<file path="src/rtl/g18_ctrl_pkg.sv">
// Shared types and constants for the g18 BPI flash controller.
package g18_ctrl_pkg;

    localparam int G18_AW = 23;
    localparam int G18_DW = 16;

    localparam int RD_WAIT_DEF    = 8;
    localparam int WE_SETUP_DEF   = 2;
    localparam int WE_PULSE_DEF   = 4;
    localparam int TURNAROUND_DEF = 2;

    typedef enum logic [2:0] {
        IDLE,
        RD_HI,
        RD_LO,
        WR_SETUP,
        WR_PULSE,
        WR_HOLD,
        ACK,
        TURN
    } state_t;

    function automatic int max4(input int a, input int b, input int c, input int d);
        int m;
        m = a;
        if (b > m) m = b;
        if (c > m) m = c;
        if (d > m) m = d;
        return m;
    endfunction

endpackage

</file>
<file path="src/rtl/g18_rr_arb.sv">
// Two-requester round-robin arbiter; pointer remembers the last granted port.
module g18_rr_arb (
    input  logic       clk,
    input  logic       rst_n,
    input  logic [1:0] req,
    input  logic       advance,
    output logic [1:0] grant,
    output logic       last
);

    always_comb begin
        grant = '0;
        case (req)
            2'b01:   grant = 2'b01;
            2'b10:   grant = 2'b10;
            2'b11:   grant = last ? 2'b01 : 2'b10;
            default: grant = '0;
        endcase
    end

    // Reset to port 1 so that port 0 wins the first tie.
    always_ff @(posedge clk or negedge rst_n) begin
        if (!rst_n) begin
            last <= 1'b1;
        end else if (advance) begin
            last <= grant[1];
        end
    end

endmodule

</file>
<file path="src/rtl/g18_flash_ctrl.sv">
// Wishbone-to-g18 BPI flash sequencer: two requesters, half-word timed flash cycles.
module g18_flash_ctrl
    import g18_ctrl_pkg::*;
#(
    parameter int RD_WAIT    = RD_WAIT_DEF,
    parameter int WE_SETUP   = WE_SETUP_DEF,
    parameter int WE_PULSE   = WE_PULSE_DEF,
    parameter int TURNAROUND = TURNAROUND_DEF
) (
    input  logic              sys_clk_i,
    input  logic              sys_rst_ni,
    input  logic              wb0_cyc_i,
    input  logic              wb0_stb_i,
    input  logic              wb0_we_i,
    input  logic [23:0]       wb0_adr_i,
    input  logic [31:0]       wb0_dat_i,
    input  logic [3:0]        wb0_sel_i,
    output logic [31:0]       wb0_dat_o,
    output logic              wb0_ack_o,
    output logic              wb0_err_o,
    input  logic              wb1_cyc_i,
    input  logic              wb1_stb_i,
    input  logic              wb1_we_i,
    input  logic [23:0]       wb1_adr_i,
    input  logic [31:0]       wb1_dat_i,
    input  logic [3:0]        wb1_sel_i,
    output logic [31:0]       wb1_dat_o,
    output logic              wb1_ack_o,
    output logic              wb1_err_o,
    output logic [G18_AW-1:0] g18_adr_o,
    output logic [G18_DW-1:0] g18_dat_o,
    input  logic [G18_DW-1:0] g18_dat_i,
    output logic              g18_dat_oe_o,
    output logic              g18_cen_o,
    output logic              g18_oen_o,
    output logic              g18_wen_o
);

    localparam int MAXT = max4(RD_WAIT, WE_SETUP, WE_PULSE, TURNAROUND);
    localparam int CW   = (MAXT > 1) ? $clog2(MAXT) : 1;

    state_t            state;
    logic [CW-1:0]     cnt;
    logic              aborted;
    logic [G18_DW-1:0] hi_q;

    logic [1:0]  req;
    logic [1:0]  grant;
    logic        port;
    logic        advance;
    logic        busy;
    logic        cyc_g;
    logic        ok;
    logic        m_we;
    logic [23:0] m_adr;
    logic [31:0] m_dat;
    logic [3:0]  m_sel;

    assign req     = {wb1_cyc_i & wb1_stb_i, wb0_cyc_i & wb0_stb_i};
    assign advance = (state == IDLE) && (req != 2'b00);

    // The arbiter pointer doubles as the index of the port owning the current access.
    g18_rr_arb u_arb (
        .clk     (sys_clk_i),
        .rst_n   (sys_rst_ni),
        .req     (req),
        .advance (advance),
        .grant   (grant),
        .last    (port)
    );

    always_comb begin
        m_we  = grant[1] ? wb1_we_i  : wb0_we_i;
        m_adr = grant[1] ? wb1_adr_i : wb0_adr_i;
        m_dat = grant[1] ? wb1_dat_i : wb0_dat_i;
        m_sel = grant[1] ? wb1_sel_i : wb0_sel_i;
        cyc_g = port ? wb1_cyc_i : wb0_cyc_i;
        busy  = (state == RD_HI) || (state == RD_LO) || (state == WR_SETUP) ||
                (state == WR_PULSE) || (state == WR_HOLD);
        ok    = !aborted && cyc_g;
    end

    always_ff @(posedge sys_clk_i or negedge sys_rst_ni) begin
        if (!sys_rst_ni) begin
            state        <= IDLE;
            cnt          <= '0;
            aborted      <= 1'b0;
            hi_q         <= '0;
            g18_adr_o    <= '0;
            g18_dat_o    <= '0;
            g18_dat_oe_o <= 1'b0;
            g18_cen_o    <= 1'b1;
            g18_oen_o    <= 1'b1;
            g18_wen_o    <= 1'b1;
            wb0_ack_o    <= 1'b0;
            wb0_err_o    <= 1'b0;
            wb0_dat_o    <= '0;
            wb1_ack_o    <= 1'b0;
            wb1_err_o    <= 1'b0;
            wb1_dat_o    <= '0;
        end else begin
            wb0_ack_o <= 1'b0;
            wb0_err_o <= 1'b0;
            wb1_ack_o <= 1'b0;
            wb1_err_o <= 1'b0;
            if (cnt != '0) cnt <= cnt - 1'b1;
            // A dropped cycle only suppresses termination; the flash sequence runs to completion.
            if (busy && !cyc_g) aborted <= 1'b1;

            case (state)
                IDLE: begin
                    if (advance) begin
                        aborted <= 1'b0;
                        if (!m_we) begin
                            state     <= RD_HI;
                            cnt       <= CW'(RD_WAIT - 1);
                            g18_adr_o <= {m_adr[23:2], 1'b0};
                            g18_cen_o <= 1'b0;
                            g18_oen_o <= 1'b0;
                        end else if (m_sel == 4'b1100 || m_sel == 4'b0011) begin
                            state        <= WR_SETUP;
                            cnt          <= CW'(WE_SETUP - 1);
                            g18_adr_o    <= m_adr[23:1];
                            g18_dat_o    <= (m_sel == 4'b1100) ? m_dat[31:16] : m_dat[15:0];
                            g18_cen_o    <= 1'b0;
                            g18_dat_oe_o <= 1'b1;
                        end else begin
                            state <= ACK;
                            cnt   <= '0;
                            if (grant[1]) wb1_err_o <= 1'b1;
                            else          wb0_err_o <= 1'b1;
                        end
                    end
                end
                RD_HI: begin
                    if (cnt == '0) begin
                        hi_q         <= g18_dat_i;
                        g18_adr_o[0] <= 1'b1;
                        cnt          <= CW'(RD_WAIT - 1);
                        state        <= RD_LO;
                    end
                end
                RD_LO: begin
                    if (cnt == '0) begin
                        g18_cen_o <= 1'b1;
                        g18_oen_o <= 1'b1;
                        if (ok) begin
                            state <= ACK;
                            cnt   <= '0;
                            if (port) begin
                                wb1_ack_o <= 1'b1;
                                wb1_dat_o <= {hi_q, g18_dat_i};
                            end else begin
                                wb0_ack_o <= 1'b1;
                                wb0_dat_o <= {hi_q, g18_dat_i};
                            end
                        end else begin
                            state <= TURN;
                            cnt   <= CW'(TURNAROUND - 1);
                        end
                    end
                end
                WR_SETUP: begin
                    if (cnt == '0) begin
                        g18_wen_o <= 1'b0;
                        cnt       <= CW'(WE_PULSE - 1);
                        state     <= WR_PULSE;
                    end
                end
                WR_PULSE: begin
                    if (cnt == '0) begin
                        g18_wen_o <= 1'b1;
                        cnt       <= '0;
                        state     <= WR_HOLD;
                    end
                end
                WR_HOLD: begin
                    g18_cen_o    <= 1'b1;
                    g18_dat_oe_o <= 1'b0;
                    if (ok) begin
                        state <= ACK;
                        cnt   <= '0;
                        if (port) wb1_ack_o <= 1'b1;
                        else      wb0_ack_o <= 1'b1;
                    end else begin
                        state <= TURN;
                        cnt   <= CW'(TURNAROUND - 1);
                    end
                end
                ACK: begin
                    state <= TURN;
                    cnt   <= CW'(TURNAROUND - 1);
                end
                TURN: begin
                    if (cnt == '0) state <= IDLE;
                end
                default: state <= IDLE;
            endcase
        end
    end

endmodule
</file>
<file path="config.mk">
export PLATFORM = sky130hd
export DESIGN_NAME = g18_flash_ctrl
export DESIGN_NICKNAME = d
export VERILOG_FILES = /design/src/rtl/g18_ctrl_pkg.sv /design/src/rtl/g18_rr_arb.sv /design/src/rtl/g18_flash_ctrl.sv
export SDC_FILE = /design/constraint.sdc
export NUM_CORES = 1
export LEC_CHECK = 0
export CAP_MARGIN = 20
export CORE_MARGIN = 5
export CORE_UTILIZATION = 40
export DETAILED_ROUTE_END_ITERATION = 10
export GPL_ROUTABILITY_DRIVEN = 0
export PLACE_DENSITY = 0.75
export SLEW_MARGIN = 5
export SYNTH_ARGS = -nofsm -noshare
export SYNTH_HDL_FRONTEND = slang
export SYNTH_SLANG_ARGS = --single-unit
export TNS_END_PERCENT = 5
</file>
<file path="constraint.sdc">
create_clock -name sys_clk_i -period 3.3 [get_ports sys_clk_i]
set_clock_uncertainty 0.2 [all_clocks]
set_input_delay 0.66 -clock sys_clk_i [delete_from_list [all_inputs] [get_ports sys_clk_i]]
set_output_delay 0.66 -clock sys_clk_i [all_outputs]
set_load 0.01 [all_outputs]
</file>
Yosys cells after proc, flatten, opt, wreduce, memory -nomap -nowiden
Cells that the tools add are included.
Word-level totals
  register bits: 135
  bits of input ports: 144
  output and inout port bits: 111
  word-level logic and storage cells: 142
Operators by class
  add/subtract/negate cells: 1
  equal/unequal tests: 23
  mux-type cells: 67
  bitwise operators: 3
  reduce and logical (&&, ||, !) cells: 30
Operators with widths (count)
  23-bit 2-to-1 mux: 2
  3-bit 2-to-1 mux: 15
  1-bit 2-to-1 mux: 35
  32-bit 2-to-1 mux: 1
  4-bit AND reduction: 7
  24-bit 2-to-1 mux: 1
  3-bit case mux with 8 select lines: 1
  3-bit case mux with 7 select lines: 1
  16-bit 2-to-1 mux: 1
  3-bit == test, second input constant: 4
  2-bit by 1-bit inequality test with 1-bit output, second input constant: 6
  1-bit case mux with 2 select lines: 6
  2-bit nonzero test: 5
  2-bit inequality test, second input constant: 4
  3-bit by 2-bit == test with 1-bit output, second input constant: 2
  3-bit zero test: 2
  2-bit case mux with 3 select lines: 1
  3-bit AND reduction: 2
  6-bit AND reduction: 1
  3-bit nonzero test: 2
  1-bit logical OR: 5
  2-bit == test, second input constant: 2
  4-bit by 2-bit == test with 1-bit output, second input constant: 1
  4-bit == test, second input constant: 1
  other kinds (12): 16

Depth between registers and ports, before layout
Gate-level depths: netlist (run 1).
  depth after elaboration: 10
  gate-level depth with buffers: 10

By module
A second synthesis (run 1) with hierarchy kept.
Unflattened totals
  cell total of the unflattened synthesis: 511
  area, all modules: 6481.2 um^2
Modules (own cells, without submodules)
  g18_flash_ctrl: times used 1, cells an instance 506, area each 6417.4 um^2
  g18_rr_arb: times used 1, cells an instance 5, area each 63.8 um^2

Worst setup path after synthesis (run 1)
OpenSTA, ideal clock, no wires.
  kind: input -> register
  start: input wb0_cyc_i
  end: register g18_dat_o[10]
  setup time: 127 ps
  arrival time: 2428 ps
  data required time: 2973 ps
  path slack: 544 ps
  cell stages on the path: 7
  path buffers: 2
  path through: and3_1 > or2_2 > buf_4 > mux2i_1 > nor4_4 > buf_6 > mux2_1
On the way
  cells in the longest elaborated chain, start to end: 7
  elaborated cells on any way between the ends: 15
  those cells by class: eq/ne (5); mux (5); bitwise (1); reduce/logical (4)
Ends and longest elaborated chain
  start: declaration: RTL line g18_flash_ctrl.sv:12  | input logic wb0_cyc_i,
  1-bit bitwise AND *: RTL line g18_flash_ctrl.sv:59  | assign req = {wb1_cyc_i & wb1_stb_i, wb0_cyc_i & wb0_stb_i};
  2-bit == test / 2-bit by 1-bit == test with 1-bit output (equally long branches): RTL line g18_rr_arb.sv:13  | case (req)
  2-bit case mux with 3 select lines: RTL line g18_rr_arb.sv:13
  4-bit 2-to-1 mux: RTL line g18_flash_ctrl.sv:76  | m_sel = grant[1] ? wb1_sel_i : wb0_sel_i;
  4-bit == test / 4-bit by 2-bit == test with 1-bit output (equally long branches): RTL line g18_flash_ctrl.sv:120, g18_flash_ctrl.sv:124
  1-bit logical OR: RTL line g18_flash_ctrl.sv:120  | end else if (m_sel == 4'b1100 || m_sel == 4'b0011) begin
  4-bit AND reduction (no line)
  end signal: assignment: RTL line g18_flash_ctrl.sv:124  | g18_dat_o <= (m_sel == 4'b1100) ? m_dat[31:16] : m_dat[15:0];
  end: declaration: RTL line g18_flash_ctrl.sv:31  | output logic [G18_DW-1:0] g18_dat_o,
Every way passes the cells marked *; elsewhere a longest branch is shown, timed or not.
A chain may end at the register's enable or synchronous reset.

Worst setup path in the final report (run 1)
  start: register cnt[0]
  end: register cnt[0]
On the way
  cells in the longest elaborated chain, start to end: 4
  elaborated cells on any way between the ends: 10
  those cells by class: add/sub (1); mux (7); reduce/logical (2)
Ends and longest elaborated chain
  start: declaration: RTL line g18_flash_ctrl.sv:43  | logic [CW-1:0] cnt;
  start signal: assignment: RTL line g18_flash_ctrl.sv:106  | if (cnt != '0) cnt <= cnt - 1'b1;
  start signal: assignment: RTL line g18_flash_ctrl.sv:116  | cnt <= CW'(RD_WAIT - 1);
  start signal: assignment: RTL line g18_flash_ctrl.sv:122  | cnt <= CW'(WE_SETUP - 1);
  3-bit by 1-bit subtractor with 3-bit output / 3-bit nonzero test (equally long branches): RTL line g18_flash_ctrl.sv:106
  3-bit 2-to-1 mux: RTL line g18_flash_ctrl.sv:106
  3-bit 2-to-1 mux, on equally long branches
  3-bit case mux with 7 select lines *: RTL line g18_flash_ctrl.sv:110  | case (state)
Marked as above.

==> run metrics, run 1 <==
pin count of the biggest net entering global routing 66; delay of the slowest critical-path stage 480 ps; Reg area 3380 µm²; setup TNS 0 ps; final setup fails 0; cell total after placement 996; min Tclk post-route 2860 ps; IO Port Bufs 252; area grow syn2layout 55.1%; Post-synth top flop dfrtp_1; vias in the first global route 5631; Reg clk slew, reported paths 60 ps; met3 Usage GRT 0.0499; Critical Path Most Common Cell ha_1; Worst-Skew Late Latency 420 ps; Setup Buffers After CTS 0; Fin. Hold Viols 0; average vias per placed instance 5.11; Yosys Warn Count 0; # Max-Cap Violations 0; CP Max Fanout 9; first-pass GRT wire length 29800 µm; CP arrival 2950 ps; Ports 255; fillers 1212; CP Class reg2reg; Site Rows 45; share of post-route cells with drive strength above 1 0.188; Final Slew Violations 0; met1 usage 0.248; CTS Sinks 135; worst hold path type in2async; CP Capture Type register; syn_nets 693; PwrDens 696 nW/µm²; number of synthesized flops with an enable pin 0; root buffer cell clkbuf_16; Unique masters post-synth 47; Peak supply drop 0.509 mV; die area 18200 µm²; area of the multi-input gates 2710 µm²; Startpoint Class register; CP max stage cell nor2b_1; wire per inst 18.1 µm; Core Box Area 15300 µm²; Die X 135 µm; fraction of registers with async set/reset 1.00; Critical Path RT 3390 ps; cell area after synthesis 6230 µm²; Die Y 135 µm; maximum clock rate 350 MHz; WL final 18700 µm; gr busiest metal met2; Initial Utilization 0.409; cell count after synthesis 545; Pre-Repair DR Iteration Count 5; status finished, final reports clean; DRC viols 0; Diodes inserted 0; Post-Layout Cell Count 1028; syn avg cell area 11.4 µm²; DP Wirelength 14200 µm; crit-path cells inv_1 -> ha_1 -> nor2b_1 -> clkinv_1 -> ha_1 -> a21oi_1 -> o22ai_1 -> a311oi_1 -> a31oi_1; initial antenna violation count 0; Final ANT Viol Nets 0; CTS Buf Count 17; fin nets 952; GR Util All Layers 0.208; initial DRC count 303; Leak 0.00435 µW; Seq cells post-synth 135; post-synthesis sequential area ratio 0.543; met2 usage 0.369; CTS max path bufs 2; RSZ-0062 raised after global routing false; TritonCTS clock tree done; grt total ovfl 0; hold bufs inserted after CTS 0; DR vias 5248; hold slack 19.3 ps; Worst slew margin 0.599; fin crit share 0.866; Slew @ Worst Pin 601 ps; post-CTS sizing 0; # H-tree levels 4
cells in the final DEF, fill, tap and decap left out, drive strengths merged, types with 6 or more instances in the layout:
| master | count |
|---|---|
| a21oi | 10 |
| a31oi | 18 |
| and3 | 18 |
| buf | 19 |
| clkbuf | 18 |
| clkdlybuf4s50 | 251 |
| dfrtp | 131 |
| inv | 11 |
| mux2 | 100 |
| mux2i | 23 |
| nand2 | 105 |
| nand3 | 6 |
| nor2 | 10 |
| nor3 | 13 |
| o21ai | 30 |
stage by stage:
| stage | util | instance area, µm² | total power [µW] | setup WS (ps) |
|---|---|---|---|---|
| after floorplan | - | 6230 | 3560 | 544 |
| after global placement | 0.595 | 9070 | 4750 | 230 |
| after global routing | 0.634 | 9670 | 7100 | 317 |
| final | 0.634 | 9670 | 6730 | 443 |
| after detailed placement | 0.595 | 9070 | 4850 | 132 |
| after CTS | 0.634 | 9670 | 6800 | 518 |
cell type report:
class / count / area share
Sequential cell: 135 / 0.350
Multi-Input combinational cell: 374 / 0.280
Timing Repair Buffer: 270 / 0.279
Clock buffer: 18 / 0.0454
Tap cell: 211 / 0.0273
Clock inverter: 14 / 0.0167
Inverter: 6 / 0.00233
metal layers:
layer  wire (µm)  vias up  share of wire
met3        1020       20          0.055
met1        7220     2583           0.39
met5           0        -              0
li1            -     2464              -
met2       10100      181           0.54
met4         288        0          0.015
state kept, by name, summed over array words and instances, names as in the netlist:
register and flops:
hi_q 16, wb0_err_o 1, cnt 3, state 3
u_arb.last 1, wb1_dat_o 32, g18_oen_o 1, wb0_ack_o 1
aborted 1, g18_dat_o 16, wb1_err_o 1, wb1_ack_o 1
wb0_dat_o 32, g18_wen_o 1, g18_adr_o 23, g18_cen_o 1
g18_dat_oe_o 1
synth_stat cells (all sizes together), types with 4 or more instances:
cell type	number	area share
inv	4	0.0024
nor3	13	0.011
dfstp	4	0.017
dfrtp	131	0.53
ha	4	0.0080
a21oi	10	0.0080
mux2	100	0.18
nand3	6	0.0048
mux2i	23	0.037
clkbuf	15	0.0090
o21ai	30	0.024
nor2	10	0.0060
nand2	105	0.063
a22oi	5	0.0060
and3	18	0.018
buf	15	0.013
a31oi	18	0.018
logic make-up after synthesis:
| group | share of synthesized area |
|---|---|
| fa+ha+maj | 0.00803 |
| buf+inv | 0.0259 |
| compound gates | 0.0845 |
| simple gates | 0.120 |
| flops | 0.543 |
| mux | 0.218 |
| xor+xnor | 0.00141 |
worst max-delay path, delay by kind of cell, from the launching register on:
family,cells,cell delay [ps]
compound gates,4,630
buf+inv,2,550
fa+ha+maj,2,510
simple gates,1,480
flops,1,380
final timing paths:
path	startpoint	endpoint	slack [ps]	depth (start not counted)
min	sys_rst_ni	g18_adr_o[11]	20	1
max reg2reg	cnt[0]	cnt[0]	440	9
max in group asynchronous	sys_rst_ni	wb1_dat_o[4]	2060	2
min reg2reg	g18_adr_o[19]	g18_adr_o[19]	280	2
max	cnt[0]	cnt[0]	440	9
min in group sys_clk_i	g18_adr_o[19]	g18_adr_o[19]	280	2
where the power goes:
group          total (µW)  internal (µW)  switching, µW
logic                2310           1300           1010
registers            2510           2170            339
clock network        1910           1150            760
total                6730           4630           2110
(Power assumes the default switching activity.)
==> run 2: changes to the inputs <==
Clock period 3.3 ns to 2.9 ns, I/O delays scaled along.
==> run 2 against run 1 <==
Effect of this change:
- non-clock buffer count grew 17
- global-route usage is 0.24 points higher
- hold slack improved by 260 ps
- clock-buffer cell count down 1
- first-iteration DRC count grew 33%
- clock power increased by 6%
- register-to-register slack got worse by 200 ps
- die area is the same
- worst setup slack lost 200 ps
==> run metrics, run 2 (synthesis results as in run 1) <==
Worst slew margin 0.652; IO Port Bufs 252; maximum clock rate 376 MHz; CP arrival 2740 ps; TritonCTS clock tree done; pin count of the biggest net entering global routing 58; DR vias 5380; Final Slew Violations 0; die area 18200 µm²; Worst-Skew Late Latency 410 ps; Core Box Area 15300 µm²; CTS Sinks 135; min Tclk post-route 2660 ps; share of post-route cells with drive strength above 1 0.204; WL final 18800 µm; CTS Buf Count 17; Die Y 135 µm; root buffer cell clkbuf_16; post-CTS sizing 0; CP Capture Type register; most frequent cells in the layout 251 x clkdlybuf4s50_1, 131 x dfrtp_1, 105 x nand2_1, 91 x mux2_2, 30 x o21ai_0; Startpoint Class register; Slew @ Worst Pin 522 ps; Fin. Hold Viols 0; average vias per placed instance 5.15; fin nets 969; DP Wirelength 14400 µm; GR Util All Layers 0.210; setup TNS 0 ps; CP Max Fanout 9; Leak 0.00441 µW; RSZ-0062 raised after global routing false; Largest regs wb0_dat_o: 32 flops, wb1_dat_o: 32 flops, g18_adr_o: 23 flops; Die X 135 µm; Pwr Total 7540 µW; Diodes inserted 0; CTS max path bufs 2; Critical Path RT 2980 ps; Pre-Repair DR Iteration Count 5; PwrDens 770 nW/µm²; vias in the first global route 5796; # H-tree levels 4; area grow syn2layout 57.0%; DRC viols 0; Initial Utilization 0.409; status finished, final reports clean; Setup Buffers After CTS 0; Reg clk slew, reported paths 60 ps; wire per inst 18.0 µm; grt total ovfl 0; initial DRC count 402; Site Rows 45; final setup fails 0; utilization after layout 0.641; Final ANT Viol Nets 0; Ports 255; Peak supply drop 0.420 mV; worst hold path type reg2reg; fin crit share 0.916; commonest non-fill, non-tap cell in the layout clkdlybuf4s50_1; CP Class reg2reg; first-pass GRT wire length 30200 µm; # Max-Cap Violations 0; initial antenna violation count 0
## run 2: cell types whose count changed in the layout (fill, tap and decap cells not counted)
cell           delta
dlygate4sd3_1     +1
inv_6             +1
clkinv_4          -2
inv_8             +3
buf_4            +14
bufinv_16         -2
clkinvlp_4        +1
clkbuf_8          -1
buf_12            +2
## run 2: per-stage QoR
stage,std cells,area (µm²),hold slack [ps],setup WS [ps]
finish,1045,9790,280,243
global placement,1012,9220,261,27.5
detailed placement,1012,9220,272,-60.3
global route,1045,9790,303,31.3
floorplan,545,6230,84.4,224
CTS,1045,9790,285,309
## run 2: layer usage
metal,GRT usage,part of all wire,wire length (µm)
met5,0,0,0
met3,0.0570,0.060,1120
met1,0.245,0.38,7160
met2,0.368,0.52,9830
met4,0.0820,0.035,648
## run 2: timing repair
action | CTS | global route
hold endpoints to repair | 54 | 0
setup endpoints to repair | 0 | 0
hold buffers | 1 | 0
## run 2: area by class of cell
| class | count | area (µm²) |
|---|---|---|
| inverter | 6 | 22.5 |
| tap | 211 | 264 |
| clock buffer | 17 | 425 |
| timing repair buffer | 287 | 2850 |
| multi-input combinational | 374 | 2710 |
| clock inverter | 15 | 134 |
| sequential | 135 | 3380 |
| fill | 1201 | 5470 |
## run 2: worst max-delay path, stage by stage (launching register included)
cell      delay (ps)
dfrtp_1          380
inv_1            130
ha_1             200
nor2b_1          370
clkinv_1         350
ha_1             290
a21oi_1          130
o22ai_1          100
a311oi_1         250
a31oi_1          130
## run 2: final timing paths
path | from | end | slack (ps) | depth (start not counted)
worst min-delay path | g18_adr_o[8] | g18_adr_o[8] | 280 | 2
max in group asynchronous | sys_rst_ni | g18_cen_o | 1310 | 3
worst max-delay path | cnt[0] | cnt[0] | 240 | 9
worst max register to register | cnt[0] | cnt[0] | 240 | 9
min in group asynchronous | sys_rst_ni | g18_adr_o[12] | 480 | 2
worst min register to register | g18_adr_o[8] | g18_adr_o[8] | 280 | 2
## run 2: power breakdown
| part | total, µW | internal (µW) | switching (µW) |
|---|---|---|---|
| Sequential | 2860 | 2470 | 392 |
| Combinational | 2640 | 1500 | 1140 |
| Clock | 2030 | 1130 | 902 |
